--- src/rtl/vga_sprite_compositor.sv ---
// Per-pixel compositor for 8 hardware sprites over the VGA background.
// Double-buffered sprite parameters, 3-stage hit-test / fetch / merge pipeline.
module vga_sprite_compositor #(
  parameter int          NSPR    = 8,
  parameter logic [15:0] KEY_RST = 16'hF81F
) (
  input  logic                 clk,
  input  logic                 reset,
  input  logic [7:0]           avs_address,
  input  logic                 avs_read,
  output logic [31:0]          avs_readdata,
  input  logic                 avs_write,
  input  logic [31:0]          avs_writedata,
  input  logic                 frame_start,
  input  logic                 pix_valid,
  input  logic [9:0]           draw_x,
  input  logic [9:0]           draw_y,
  input  logic [15:0]          bg_val,
  output logic [11*NSPR-1:0]   spr_address,
  output logic [NSPR-1:0]      spr_chipselect,
  output logic                 spr_clken,
  input  logic [16*NSPR-1:0]   spr_readdata,
  output logic [15:0]          out_val,
  output logic                 out_valid
);

  localparam logic [7:0] ADDR_CTRL   = 8'h80;
  localparam logic [7:0] ADDR_STATUS = 8'h81;
  localparam logic [7:0] ADDR_KEY    = 8'h82;

  logic [9:0]      sh_x  [NSPR];
  logic [9:0]      sh_y  [NSPR];
  logic [5:0]      sh_w  [NSPR];
  logic [6:0]      sh_h  [NSPR];
  logic [NSPR-1:0] sh_en;
  logic [NSPR-1:0] sh_hf;

  logic [9:0]      act_x [NSPR];
  logic [9:0]      act_y [NSPR];
  logic [5:0]      act_w [NSPR];
  logic [6:0]      act_h [NSPR];
  logic [NSPR-1:0] act_en;
  logic [NSPR-1:0] act_hf;

  logic [15:0] key;
  logic [15:0] frame_cnt;
  logic        commit_pending;

  logic        spr_wr;
  logic [2:0]  spr_idx;
  logic [1:0]  spr_reg;
  logic        ctrl_set;
  logic        commit;
  logic [31:0] rd_next;
  logic        unused_wdata;

  assign spr_wr   = avs_write && (avs_address[7:5] == 3'b000);
  assign spr_idx  = avs_address[4:2];
  assign spr_reg  = avs_address[1:0];
  assign ctrl_set = avs_write && (avs_address == ADDR_CTRL) && avs_writedata[0];
  // A commit write landing on frame_start is honoured on that same edge.
  assign commit   = frame_start && (commit_pending || ctrl_set);

  assign unused_wdata = ^avs_writedata[31:26];
  assign spr_clken    = 1'b1;

  always_ff @(posedge clk or posedge reset) begin
    if (reset) begin
      for (int i = 0; i < NSPR; i++) begin
        sh_x[i]  <= '0;
        sh_y[i]  <= '0;
        sh_w[i]  <= '0;
        sh_h[i]  <= '0;
        act_x[i] <= '0;
        act_y[i] <= '0;
        act_w[i] <= '0;
        act_h[i] <= '0;
      end
      sh_en          <= '0;
      sh_hf          <= '0;
      act_en         <= '0;
      act_hf         <= '0;
      key            <= KEY_RST;
      commit_pending <= 1'b0;
      frame_cnt      <= '0;
    end else begin
      // Active set takes the pre-write shadow values when a write coincides.
      if (commit) begin
        for (int i = 0; i < NSPR; i++) begin
          act_x[i] <= sh_x[i];
          act_y[i] <= sh_y[i];
          act_w[i] <= sh_w[i];
          act_h[i] <= sh_h[i];
        end
        act_en <= sh_en;
        act_hf <= sh_hf;
      end
      if (spr_wr) begin
        case (spr_reg)
          2'd0: begin
            sh_x[spr_idx] <= avs_writedata[9:0];
            sh_y[spr_idx] <= avs_writedata[25:16];
          end
          2'd1: begin
            sh_w[spr_idx] <= avs_writedata[5:0];
            sh_h[spr_idx] <= avs_writedata[22:16];
          end
          2'd2: begin
            sh_en[spr_idx] <= avs_writedata[0];
            sh_hf[spr_idx] <= avs_writedata[1];
          end
          default: ;
        endcase
      end
      if (avs_write && (avs_address == ADDR_KEY))
        key <= avs_writedata[15:0];
      if (commit)
        commit_pending <= 1'b0;
      else if (ctrl_set)
        commit_pending <= 1'b1;
      if (frame_start)
        frame_cnt <= frame_cnt + 16'd1;
    end
  end

  always_comb begin
    rd_next = '0;
    if (avs_address[7:5] == 3'b000) begin
      case (spr_reg)
        2'd0:    rd_next = {6'b0, sh_y[spr_idx], 6'b0, sh_x[spr_idx]};
        2'd1:    rd_next = {9'b0, sh_h[spr_idx], 10'b0, sh_w[spr_idx]};
        2'd2:    rd_next = {30'b0, sh_hf[spr_idx], sh_en[spr_idx]};
        default: rd_next = '0;
      endcase
    end else begin
      case (avs_address)
        ADDR_CTRL:   rd_next = {31'b0, commit_pending};
        ADDR_STATUS: rd_next = {frame_cnt, 15'b0, commit_pending};
        ADDR_KEY:    rd_next = {16'b0, key};
        default:     rd_next = '0;
      endcase
    end
  end

  always_ff @(posedge clk or posedge reset) begin
    if (reset)
      avs_readdata <= '0;
    else if (avs_read)
      avs_readdata <= rd_next;
  end

  logic [NSPR-1:0] hit_c;
  logic [10:0]     addr_c [NSPR];

  for (genvar g = 0; g < NSPR; g++) begin : g_hit
    logic [10:0] x_end;
    logic [10:0] y_end;
    logic [5:0]  dx_raw;
    logic [5:0]  dx;
    logic [6:0]  dy;
    logic [10:0] prod;

    assign x_end = {1'b0, act_x[g]} + {5'b0, act_w[g]};
    assign y_end = {1'b0, act_y[g]} + {4'b0, act_h[g]};
    assign hit_c[g] = act_en[g] &&
                      (draw_x >= act_x[g]) && ({1'b0, draw_x} < x_end) &&
                      (draw_y >= act_y[g]) && ({1'b0, draw_y} < y_end);
    // Only the low bits of the offsets matter once the pixel is inside the sprite.
    assign dx_raw = draw_x[5:0] - act_x[g][5:0];
    assign dy     = draw_y[6:0] - act_y[g][6:0];
    assign dx     = act_hf[g] ? (act_w[g] - 6'd1 - dx_raw) : dx_raw;
    assign prod   = {4'b0, dy} * {5'b0, act_w[g]};
    assign addr_c[g] = prod + {5'b0, dx};
  end

  logic [15:0]        bg_s1;
  logic               valid_s1;
  logic [16*NSPR-1:0] rd_s2;
  logic [NSPR-1:0]    hit_s2;
  logic [15:0]        bg_s2;
  logic               valid_s2;
  logic [15:0]        pix_c;

  always_ff @(posedge clk or posedge reset) begin
    if (reset) begin
      spr_address    <= '0;
      spr_chipselect <= '0;
      bg_s1          <= '0;
      valid_s1       <= 1'b0;
      rd_s2          <= '0;
      hit_s2         <= '0;
      bg_s2          <= '0;
      valid_s2       <= 1'b0;
      out_val        <= '0;
      out_valid      <= 1'b0;
    end else begin
      if (pix_valid) begin
        for (int i = 0; i < NSPR; i++)
          spr_address[11*i +: 11] <= addr_c[i];
      end
      spr_chipselect <= pix_valid ? hit_c : '0;
      bg_s1          <= bg_val;
      valid_s1       <= pix_valid;
      rd_s2          <= spr_readdata;
      hit_s2         <= spr_chipselect;
      bg_s2          <= bg_s1;
      valid_s2       <= valid_s1;
      out_val        <= pix_c;
      out_valid      <= valid_s2;
    end
  end

  // Scan high to low so the lowest-index opaque sprite ends up on top.
  always_comb begin
    pix_c = bg_s2;
    for (int i = NSPR - 1; i >= 0; i--) begin
      if (hit_s2[i] && (rd_s2[16*i +: 16] != key))
        pix_c = rd_s2[16*i +: 16];
    end
  end

endmodule

--- config.mk ---
export PLATFORM = sky130hd
export DESIGN_NAME = vga_sprite_compositor
export DESIGN_NICKNAME = d
export VERILOG_FILES = /design/src/rtl/vga_sprite_compositor.sv
export SDC_FILE = /design/constraint.sdc
export NUM_CORES = 2
export LEC_CHECK = 0
export ABC_AREA = 1
export BUFFER_PORTS_ARGS = -buffer_cell sky130_fd_sc_hd__buf_2
export CORE_MARGIN = 10
export CORE_UTILIZATION = 45
export DETAILED_ROUTE_END_ITERATION = 12
export MAX_ROUTING_LAYER = met4
export PLACE_DENSITY = 0.72
export SKIP_LAST_GASP = 1
export SYNTH_ARGS = -nofsm -noshare
export SYNTH_HDL_FRONTEND = slang
export SYNTH_SLANG_ARGS = --single-unit
--- constraint.sdc ---
create_clock -name clk -period 44.1 [get_ports clk]
set_input_delay 2.205 -clock clk [delete_from_list [all_inputs] [get_ports clk]]
set_output_delay 2.205 -clock clk [all_outputs]
set_load 0.01 [all_outputs]
==> qor.txt <==
IO Port Bufs -> 348
final setup fails -> 0
share of synthesized flip-flops with an asynchronous set or reset -> 1.00
TritonCTS buffer count -> 101
Slew Limit Fails -> 0
ANT nets after route -> 0
Synth Instances -> 7547
WL/cell -> 20.4 um
Net count, final -> 8879
root buf cell -> clkbuf_16
fmax -> 130 MHz
status -> completed
Yosys reg bits -> 908
Total GRT Usage -> 0.260
number of hold violations in the final report -> 0
reg2reg start -> act_y[70]$_DFFE_PP0P_
vias per cell -> 5.42
sequential fraction of the synthesis area -> 0.364
Syn Nets -> 8622
post-CTS sizing -> 0
gr ovfl total -> 0
Max VDD drop -> 30.8 uV
postcts setup bufs -> 0
Post-synth top flop -> dfrtp_1
clk_skew -> 0.0993 ns
initial core utilization -> 0.453
H-Tree Depth -> 3
r2r worst-path depth -> 23
gpl congestion -> 0.972
Die ar. -> 154000 um2
Min Clock Period, post-route -> 7.71 ns
Post-synth EDFFs -> 0
Slew HR -> 0.116
Tcrit/Tclk final -> 0.175
Post-Route WL -> 198 mm
Slew @ Worst Pin -> 1.31 ns
Filler cells -> 12900
Reg clk slew, reported paths -> 0.06 ns
Rows -> 136
grt met3 use -> 0.0427
DRC viols -> 0
RSZ-0062 raised after global routing -> no
CP endpoint -> spr_address[74]$_DFFE_PP0P_
CP Capture Type -> register
storage element area -> 22700 um2
CTS Buffer Depth -> 3
Required @ worst endpoint -> 44.65 ns
num ports -> 356
Crit. Startpoint -> draw_y[1]
setup TNS -> 0 ns
first-pass GRT wire length -> 300 mm
pwr/cell area -> 44.5 nW/um2
hold crit path type -> reg2reg
share of cells above drive strength 1 -> 0.0813
area of the multi-input gates -> 34200 um2
CTS tree -> yes
drt first pass iters -> 6
crit path launch type -> input pin
Synth cell types -> 61
reg2reg end -> spr_address[8]$_DFFE_PP0P_
routed vias -> 52600
Iter 0 DRT Violations -> 4924
CP max FO -> 24
cts hold-fix bufs -> 0
Post-Syn Area -> 62400 um2
reg2reg setup slack -> 38.01 ns
Leak -> 34.6 nW
MaxCap Viol Count -> 0
die width -> 392 um
global routing usage on met1 -> 0.345
met2 Track Usage GR -> 0.401
Post-DP HPWL -> 152 mm
Area Overhead vs Synth -> 10.9%
Synth Area per Inst -> 8.27 um2
placed cell areas -> 65600 um2
Clock Sinks -> 908
Die Height -> 392 um
post-route cell area -> 69200 um2
Most Crowded Layer GR -> met2
Synth warnings -> 0
Setup CP Type -> in2reg
core footprint -> 138000 um2
number of global-route vias before repair -> 51000
Clk Latency, worst-skew pair -> 0.80 ns
Arr. time, crit path -> 8.26 ns
largest net degree at the start of global routing -> 250
initial antenna violation count -> 17
how the worst min path moves through the flow:
stage / start / to / slack, ns / depth (start not counted)
after floorplan: bg_s1[0]$_DFF_PP0_ / bg_s2[0]$_DFF_PP0_ / 0.33 / 0
after global placement: valid_s2$_DFF_PP0_ / out_valid$_DFF_PP0_ / 0.33 / 0
after detailed placement: bg_s1[2]$_DFF_PP0_ / bg_s2[2]$_DFF_PP0_ / 0.33 / 0
after CTS: bg_s1[2]$_DFF_PP0_ / bg_s2[2]$_DFF_PP0_ / 0.35 / 0
after global routing: bg_s1[10]$_DFF_PP0_ / bg_s2[10]$_DFF_PP0_ / 0.35 / 0
final: bg_s1[2]$_DFF_PP0_ / bg_s2[2]$_DFF_PP0_ / 0.35 / 0
Yosys cell counts (13+ instances only):
master / n / area [um2]
nand4_1: 45 / 282
nor4_1: 33 / 206
clkbuf_1: 151 / 567
buf_4: 18 / 135
or2_2: 32 / 200
o21ai_1: 113 / 566
dfrtp_1: 898 / 22500
nor3_1: 18 / 90.1
o21ai_0: 719 / 3600
xor2_1: 227 / 1990
a211oi_1: 34 / 255
nand3b_1: 16 / 120
buf_2: 32 / 160
o21bai_1: 35 / 263
a21oi_1: 353 / 1770
buf_6: 29 / 327
nand2_1: 1657 / 6220
o22ai_1: 156 / 976
nand3_1: 262 / 1310
inv_1: 1117 / 4190
xnor2_1: 105 / 920
clkinv_1: 13 / 48.8
ha_1: 641 / 8020
nor2_1: 437 / 1640
fa_1: 224 / 4480
o41ai_1: 13 / 114
a31oi_1: 43 / 269
worst max-delay path: stages:
cell and delay [ns]:
buf_2 0.75, ha_1 0.40, a31oi_1 0.27, o21ai_0 0.16, xnor2_1 0.75, nor2_1 0.13
fa_1 0.52, inv_1 0.05, fa_1 0.47, inv_1 0.05, fa_1 0.53, inv_1 0.06
fa_1 0.52, inv_1 0.04, ha_1 0.33, a21oi_1 0.13, o21ai_0 0.13, a21oi_1 0.22
inv_1 0.06, a21oi_1 0.12, o21ai_0 0.10, xnor2_1 0.15, o21ai_0 0.08
placed cells by master, fill, tap and decap left out, types with 18 or more instances in the layout:
master	Yosys	final
o21ai_1	113	113
nand4_1	45	45
o21ai_0	719	719
a211oi_1	34	34
inv_1	1117	1116
buf_4	18	40
o22ai_1	156	156
dfrtp_1	898	898
nor2_1	437	437
or2_2	32	32
nand3_1	262	262
xor2_1	227	227
nor4_1	33	33
a21oi_1	353	353
a31oi_1	43	43
nand2_1	1657	1656
ha_1	641	641
clkbuf_16	0	101
xnor2_1	105	105
nor3_1	18	18
o21bai_1	35	35
buf_2	32	348
fa_1	224	224
stage by stage:
step                utilization  cells  hold slack, ns  worst slack [ns]  total power [mW]
finish                    0.503   9695           0.348             36.39              3.08
global route              0.503   9693           0.352             36.03              3.32
CTS                       0.503   9682           0.349             36.47              3.10
detailed placement        0.476   9495           0.335             35.73              2.17
global placement          0.476   9495           0.334             35.88              2.13
floorplan                     -   7547           0.331             16.38              1.84
logic make-up (layout without fill, tap and decap cells):
kind of cell | count (synthesis) | in the layout | share of synthesized area
XOR/XNOR | 337 | 337 | 0.0484
flip-flops | 908 | 908 | 0.364
adder cells (fa/ha/maj) | 865 | 865 | 0.200
other | 1 | 14 | 0.0000601
buffers and inverters | 1378 | 1719 | 0.0884
AND/OR/NAND/NOR | 2528 | 2528 | 0.165
AO/OA/AOI/OAI | 1530 | 1530 | 0.134
sequential cells by signal (all words and copies together), names as in the netlist, 8 cells and up:
register and flops:
rd_s2 128, bg_s2 16, out_val 16, act_hf 8, hit_s2 8, sh_y 80
act_h 56, spr_chipselect 8, act_en 8, sh_h 56, act_x 80, sh_hf 8
act_w 48, frame_cnt 16, sh_w 48, spr_address 88, avs_readdata 32, key 16
bg_s1 16, sh_x 80, sh_en 8, act_y 80
where the power goes:
part | switching (mW) | leakage, nW | internal (mW) | total, mW
Sequential | 0.0700 | 11.6 | 0.923 | 0.993
Clock | 0.388 | 1.74 | 0.530 | 0.919
Combinational | 0.715 | 21.3 | 0.452 | 1.17
metal layers:
metal | routed length, um | part of all wire
met1 | 86100 | 0.44
met5 | 0 | 0
met4 | 7450 | 0.038
met2 | 89900 | 0.45
met3 | 14200 | 0.072
layout make-up:
class	count	share of cell area
inverter	1141	0.0621
tap	1794	0.0324
multi-input combinational	5261	0.494
sequential	908	0.328
timing repair buffer	391	0.0304
clock buffer	133	0.0404
antenna	13	0.000470
clock inverter	54	0.0121
Note: power is estimated with default switching activity, not from simulation.
